$ cat src/rtl/register_pkg.sv
// Shared register-block types: readout FSM states and default bank geometry.
package register_pkg;
  localparam int DEF_WIDTH = 8;
  localparam int DEF_DEPTH = 8;

  typedef enum logic [1:0] {
    IDLE,
    STREAM,
    DONE
  } rd_state_t;
endpackage

$ cat src/rtl/register_bank.sv
// DEPTH x WIDTH storage, synchronous clear, one write port, combinational read with write-first bypass.
// Writes land on the clock edge; out-of-range write addresses are dropped.
module register_bank
  import register_pkg::*;
#(
  parameter int WIDTH = DEF_WIDTH,
  parameter int DEPTH = DEF_DEPTH,
  localparam int AW = $clog2(DEPTH)
) (
  input  logic             clk,
  input  logic             rst_n,
  input  logic             wr_en,
  input  logic [AW-1:0]    wr_addr,
  input  logic [WIDTH-1:0] wr_data,
  input  logic [AW-1:0]    rd_addr,
  output logic [WIDTH-1:0] rd_data
);

  logic [WIDTH-1:0] mem_q [DEPTH];
  logic             wr_in_range;
  logic             rd_in_range;

  assign wr_in_range = ({1'b0, wr_addr} < (AW+1)'(DEPTH));
  assign rd_in_range = ({1'b0, rd_addr} < (AW+1)'(DEPTH));

  always_ff @(posedge clk) begin
    if (!rst_n) begin
      for (int i = 0; i < DEPTH; i++) begin
        mem_q[i] <= '0;
      end
    end else if (wr_en && wr_in_range) begin
      mem_q[wr_addr] <= wr_data;
    end
  end

  // A write on the same edge as a load must win, so the bypass precedes storage.
  always_comb begin
    rd_data = '0;
    if (wr_en && wr_in_range && (wr_addr == rd_addr)) begin
      rd_data = wr_data;
    end else if (rd_in_range) begin
      rd_data = mem_q[rd_addr];
    end
  end

endmodule

$ cat src/rtl/register_bank_reader.sv
// Register bank streamed out address 0 upward over valid/ready after a start; entry 0 valid the cycle after start.
// Beats hold while out_ready is low; done pulses one cycle after the last beat is accepted.
module register_bank_reader
  import register_pkg::*;
#(
  parameter int WIDTH = DEF_WIDTH,
  parameter int DEPTH = DEF_DEPTH,
  localparam int AW = $clog2(DEPTH)
) (
  input  logic             clk,
  input  logic             rst_n,
  input  logic             wr_en,
  input  logic [AW-1:0]    wr_addr,
  input  logic [WIDTH-1:0] wr_data,
  input  logic             start,
  output logic             busy,
  output logic             out_valid,
  input  logic             out_ready,
  output logic [WIDTH-1:0] out_data,
  output logic [AW-1:0]    out_addr,
  output logic             out_last,
  output logic             done
);

  localparam logic [AW-1:0] LAST_ADDR = AW'(DEPTH - 1);

  rd_state_t        state_q;
  logic             busy_q;
  logic             out_valid_q;
  logic             out_last_q;
  logic             done_q;
  logic [WIDTH-1:0] out_data_q;
  logic [AW-1:0]    out_addr_q;
  logic [AW-1:0]    rd_addr_d;
  logic [WIDTH-1:0] rd_data;
  logic             accept;

  assign accept = out_valid_q && out_ready;

  // Next entry to load: 0 when launching, otherwise the one after the presented beat.
  always_comb begin
    rd_addr_d = '0;
    if (state_q != IDLE) begin
      rd_addr_d = out_addr_q + AW'(1);
    end
  end

  register_bank #(
    .WIDTH(WIDTH),
    .DEPTH(DEPTH)
  ) u_bank (
    .clk    (clk),
    .rst_n  (rst_n),
    .wr_en  (wr_en),
    .wr_addr(wr_addr),
    .wr_data(wr_data),
    .rd_addr(rd_addr_d),
    .rd_data(rd_data)
  );

  always_ff @(posedge clk) begin
    if (!rst_n) begin
      state_q     <= IDLE;
      busy_q      <= 1'b0;
      out_valid_q <= 1'b0;
      out_last_q  <= 1'b0;
      done_q      <= 1'b0;
      out_data_q  <= '0;
      out_addr_q  <= '0;
    end else begin
      case (state_q)
        IDLE: begin
          done_q <= 1'b0;
          if (start) begin
            state_q     <= STREAM;
            busy_q      <= 1'b1;
            out_valid_q <= 1'b1;
            out_addr_q  <= rd_addr_d;
            out_data_q  <= rd_data;
            out_last_q  <= (rd_addr_d == LAST_ADDR);
          end
        end
        STREAM: begin
          if (accept) begin
            if (out_addr_q == LAST_ADDR) begin
              state_q     <= DONE;
              out_valid_q <= 1'b0;
              out_last_q  <= 1'b0;
              done_q      <= 1'b1;
            end else begin
              out_addr_q <= rd_addr_d;
              out_data_q <= rd_data;
              out_last_q <= (rd_addr_d == LAST_ADDR);
            end
          end
        end
        DONE: begin
          state_q <= IDLE;
          done_q  <= 1'b0;
          busy_q  <= 1'b0;
        end
        default: begin
          state_q <= IDLE;
        end
      endcase
    end
  end

  assign busy      = busy_q;
  assign out_valid = out_valid_q;
  assign out_last  = out_last_q;
  assign done      = done_q;
  assign out_data  = out_data_q;
  assign out_addr  = out_addr_q;

endmodule

$ cat config.mk
export PLATFORM = sky130hd
export DESIGN_NAME = register_bank_reader
export DESIGN_NICKNAME = d
export VERILOG_FILES = /design/src/rtl/register_pkg.sv /design/src/rtl/register_bank.sv /design/src/rtl/register_bank_reader.sv
export SDC_FILE = /design/constraint.sdc
export NUM_CORES = 1
export LEC_CHECK = 0
export ABC_AREA = 1
export CAP_MARGIN = 20
export CORE_UTILIZATION = 30
export DETAILED_ROUTE_END_ITERATION = 12
export GPL_TIMING_DRIVEN = 0
export SYNTH_ARGS = -nofsm -noshare
export SYNTH_HDL_FRONTEND = slang
export SYNTH_SLANG_ARGS = --single-unit
$ cat constraint.sdc
create_clock -name clk -period 2.43 [get_ports clk]
set_clock_uncertainty 0.1 [all_clocks]
set_input_delay 0.6075 -clock clk [delete_from_list [all_inputs] [get_ports clk]]
set_output_delay 0.6075 -clock clk [all_outputs]
set_load 0.005 [all_outputs]
==> results_dict.tcl <==
set metrics [dict create \
    irDropWorstVdd_v 0.000329 \
    use_met1 0.205 \
    yosys_warnings 0 \
    drive_gt1_frac 0.0734 \
    antenna_found_initial 0 \
    slew_violations 0 \
    wirelength_mm 9.66 \
    fill_cells 1326 \
    status "complete, no violations" \
    via_per_inst 4.59 \
    cellPowerDensity_mw_per_mm2 726 \
    first_iter_violations 226 \
    register_area_mm2 0.00226 \
    arrival_ns 2.21 \
    core_mm2 0.0127 \
    synth_flop_cell "edfxtp_1" \
    cts_tree "yes" \
    gp_congestion 0.797 \
    synth_edf_count 64 \
    ant_nets 0 \
    die_h_um 116 \
    fin_crit_sh 0.948 \
    synth_top_cell_by_area "edfxtp_1" \
    required_ns 2.33 \
    initial_utilization 0.308 \
    hpwl_mm 7.08 \
    ctsHtreeMaxLevel 3 \
    fin_nets 518 \
    clock_sinks 81 \
    cp_max_fo 9 \
    fmax_ghz 0.434 \
    yosysSeqAreaShare 0.579 \
    synthCells 459 \
    finalWorstSetupSlack_ns 0.126 \
    grt_pass1_wl_mm 15.4 \
    clkSlewWorstSetupHoldPaths_ns 0.06 \
    fp-row-count 41 \
    start_kind "primary input" \
    dp_worst_setup_slack_ns -0.212 \
    ys_top_cells_by_count "nor2_1, nand2_1, inv_1" \
    syn_area_mm2 0.00391 \
    finalPower_w 0.00340 \
    cts_buffer_depth 2 \
    gr-max-usage-layer "met2" \
    cts-root-buf "clkbuf_16" \
    rsz0062_at_grt "no" \
    syn_avg_cell_area_um2 8.52 \
    met2_usage 0.243 \
    ios 31 \
    drv_cap 0 \
    hold_ws_ns 0.357 \
    yosysTopAreaCellShare 0.492 \
    ys_types 24 \
    cp-end-kind "flop" \
    async_flop_share 0 \
    hold_path_class "reg -> reg" \
    grt_overflow 0 \
    fin_crit_ns 2.30 \
    multi_input_area_mm2 0.00132 \
    drc_errors 0 \
    hold_viol 0 \
    clock_latency_ns 0.33 \
    track_usage 0.156 \
    synth-seq-cells 81 \
    n_antenna_cell 0 \
    die_w_um 116 \
    wire_per_inst_um 14.3 \
    worst_pin_slew_ns 0.608 \
    setup_viol 0 \
    num_vias 3104 \
    portBuffers 30 \
    firstDrtPassIters 5 \
    yosys.cell_count.top_type "nor2_1" \
    synth_fp_nets 477 \
    relSlewSlack 0.595 \
    cts_made_buffers 9 \
    globalRouteMet3Util 0.0285 \
    crit_type "in -> reg" \
    dieArea_mm2 0.0135 \
    grt_max_degree 13 \
    p_leak_nw 2.06 \
    grt_pass1_vias 2971 \
    area_growth_syn_to_layout_pct 19.8 \
    setup_tns_ns 0 \
    synth_area_leaders "edfxtp_1, nor2_1, dfxtp_1, nand2_1, nand3_1" \
]
## critical path, cell delays in order
cell,delay (ns)
clkdlybuf4s50_1,0.51
nand2_1,0.09
nor2_1,0.33
nand2_1,0.30
nand2_1,0.37
## state kept, by name, indices dropped and copies added, names as in the netlist
signal	flops
state_q	2
out_valid	1
busy	1
u_bank.mem_q	64
out_addr	3
out_last	1
out_data	8
done	1
## cells by family after synthesis
logic type / share of synthesized area
and+or+nand+nor: 0.280
DFF: 0.579
buffers and inverters: 0.0839
adders and majority gates: 0.00640
AOI/OAI and AO/OA: 0.0506
## worst paths after layout
check                                  from                  to  slack (ns)  depth (start not counted)
worst min register to register         done                done        0.36                          2
worst min-delay path                   done                done        0.36                          2
worst max-delay path                  rst_n  u_bank.mem_q[6][4]        0.13                          5
worst max register to register  out_addr[0]         out_data[7]        0.28                         10
## routing by layer
| metal | share of wire | vias up |
|---|---|---|
| li1 | - | 1558 |
| met1 | 0.44 | 1421 |
| met2 | 0.46 | 110 |
| met3 | 0.070 | 15 |
| met4 | 0.029 | 0 |
| met5 | 0 | - |
## stage by stage
step	std cells	area (um2)	util
3_5_place_dp	661	4420	0.349
2_1_floorplan	459	3910	-
6_report	676	4680	0.370
5_1_grt	676	4680	0.370
4_1_cts	676	4680	0.369
3_3_place_gp	661	4420	0.349
## placed cells by master, fill, tap and decap left out
master / n
clkinv_1: 2
clkinv_2: 2
dfxtp_1: 17
a21oi_2: 1
clkbuf_16: 9
edfxtp_1: 64
nand2_4: 3
buf_2: 7
buf_6: 1
o21ai_1: 1
buf_1: 1
o21ai_0: 19
ha_1: 2
clkdlybuf4s50_1: 30
inv_1: 66
nor2_4: 2
a21oi_1: 16
nor2_2: 3
nand2_2: 3
nor2_8: 1
inv_2: 3
o21ai_2: 1
clkbuf_1: 6
clkinvlp_4: 1
nand4_1: 1
nor2_1: 106
nand3_1: 58
nand2_1: 78
## timing repair
action,CTS,global route
setup endpoints to repair,0,16
hold buffers,0,0
setup buffers,0,0
gates resized for setup,0,2
## power by group
part / internal, W / switching, W / leakage [nW] / total, W
logic: 0.000204 / 0.000364 / 1.19 / 0.000568
registers: 0.00159 / 0.0000392 / 0.754 / 0.00163
clock network: 0.000679 / 0.000517 / 0.123 / 0.00120
## final cells by class
cell class,count,share of cell area
inverters,70,0.0561
repair buffers,30,0.0641
clock inverters,4,0.00454
clock buffers,11,0.0497
multi-input cells,295,0.283
flip-flops and latches,81,0.483
well taps,172,0.0460
plain buffers,13,0.0139
Power figures use the tool's default switching activity.
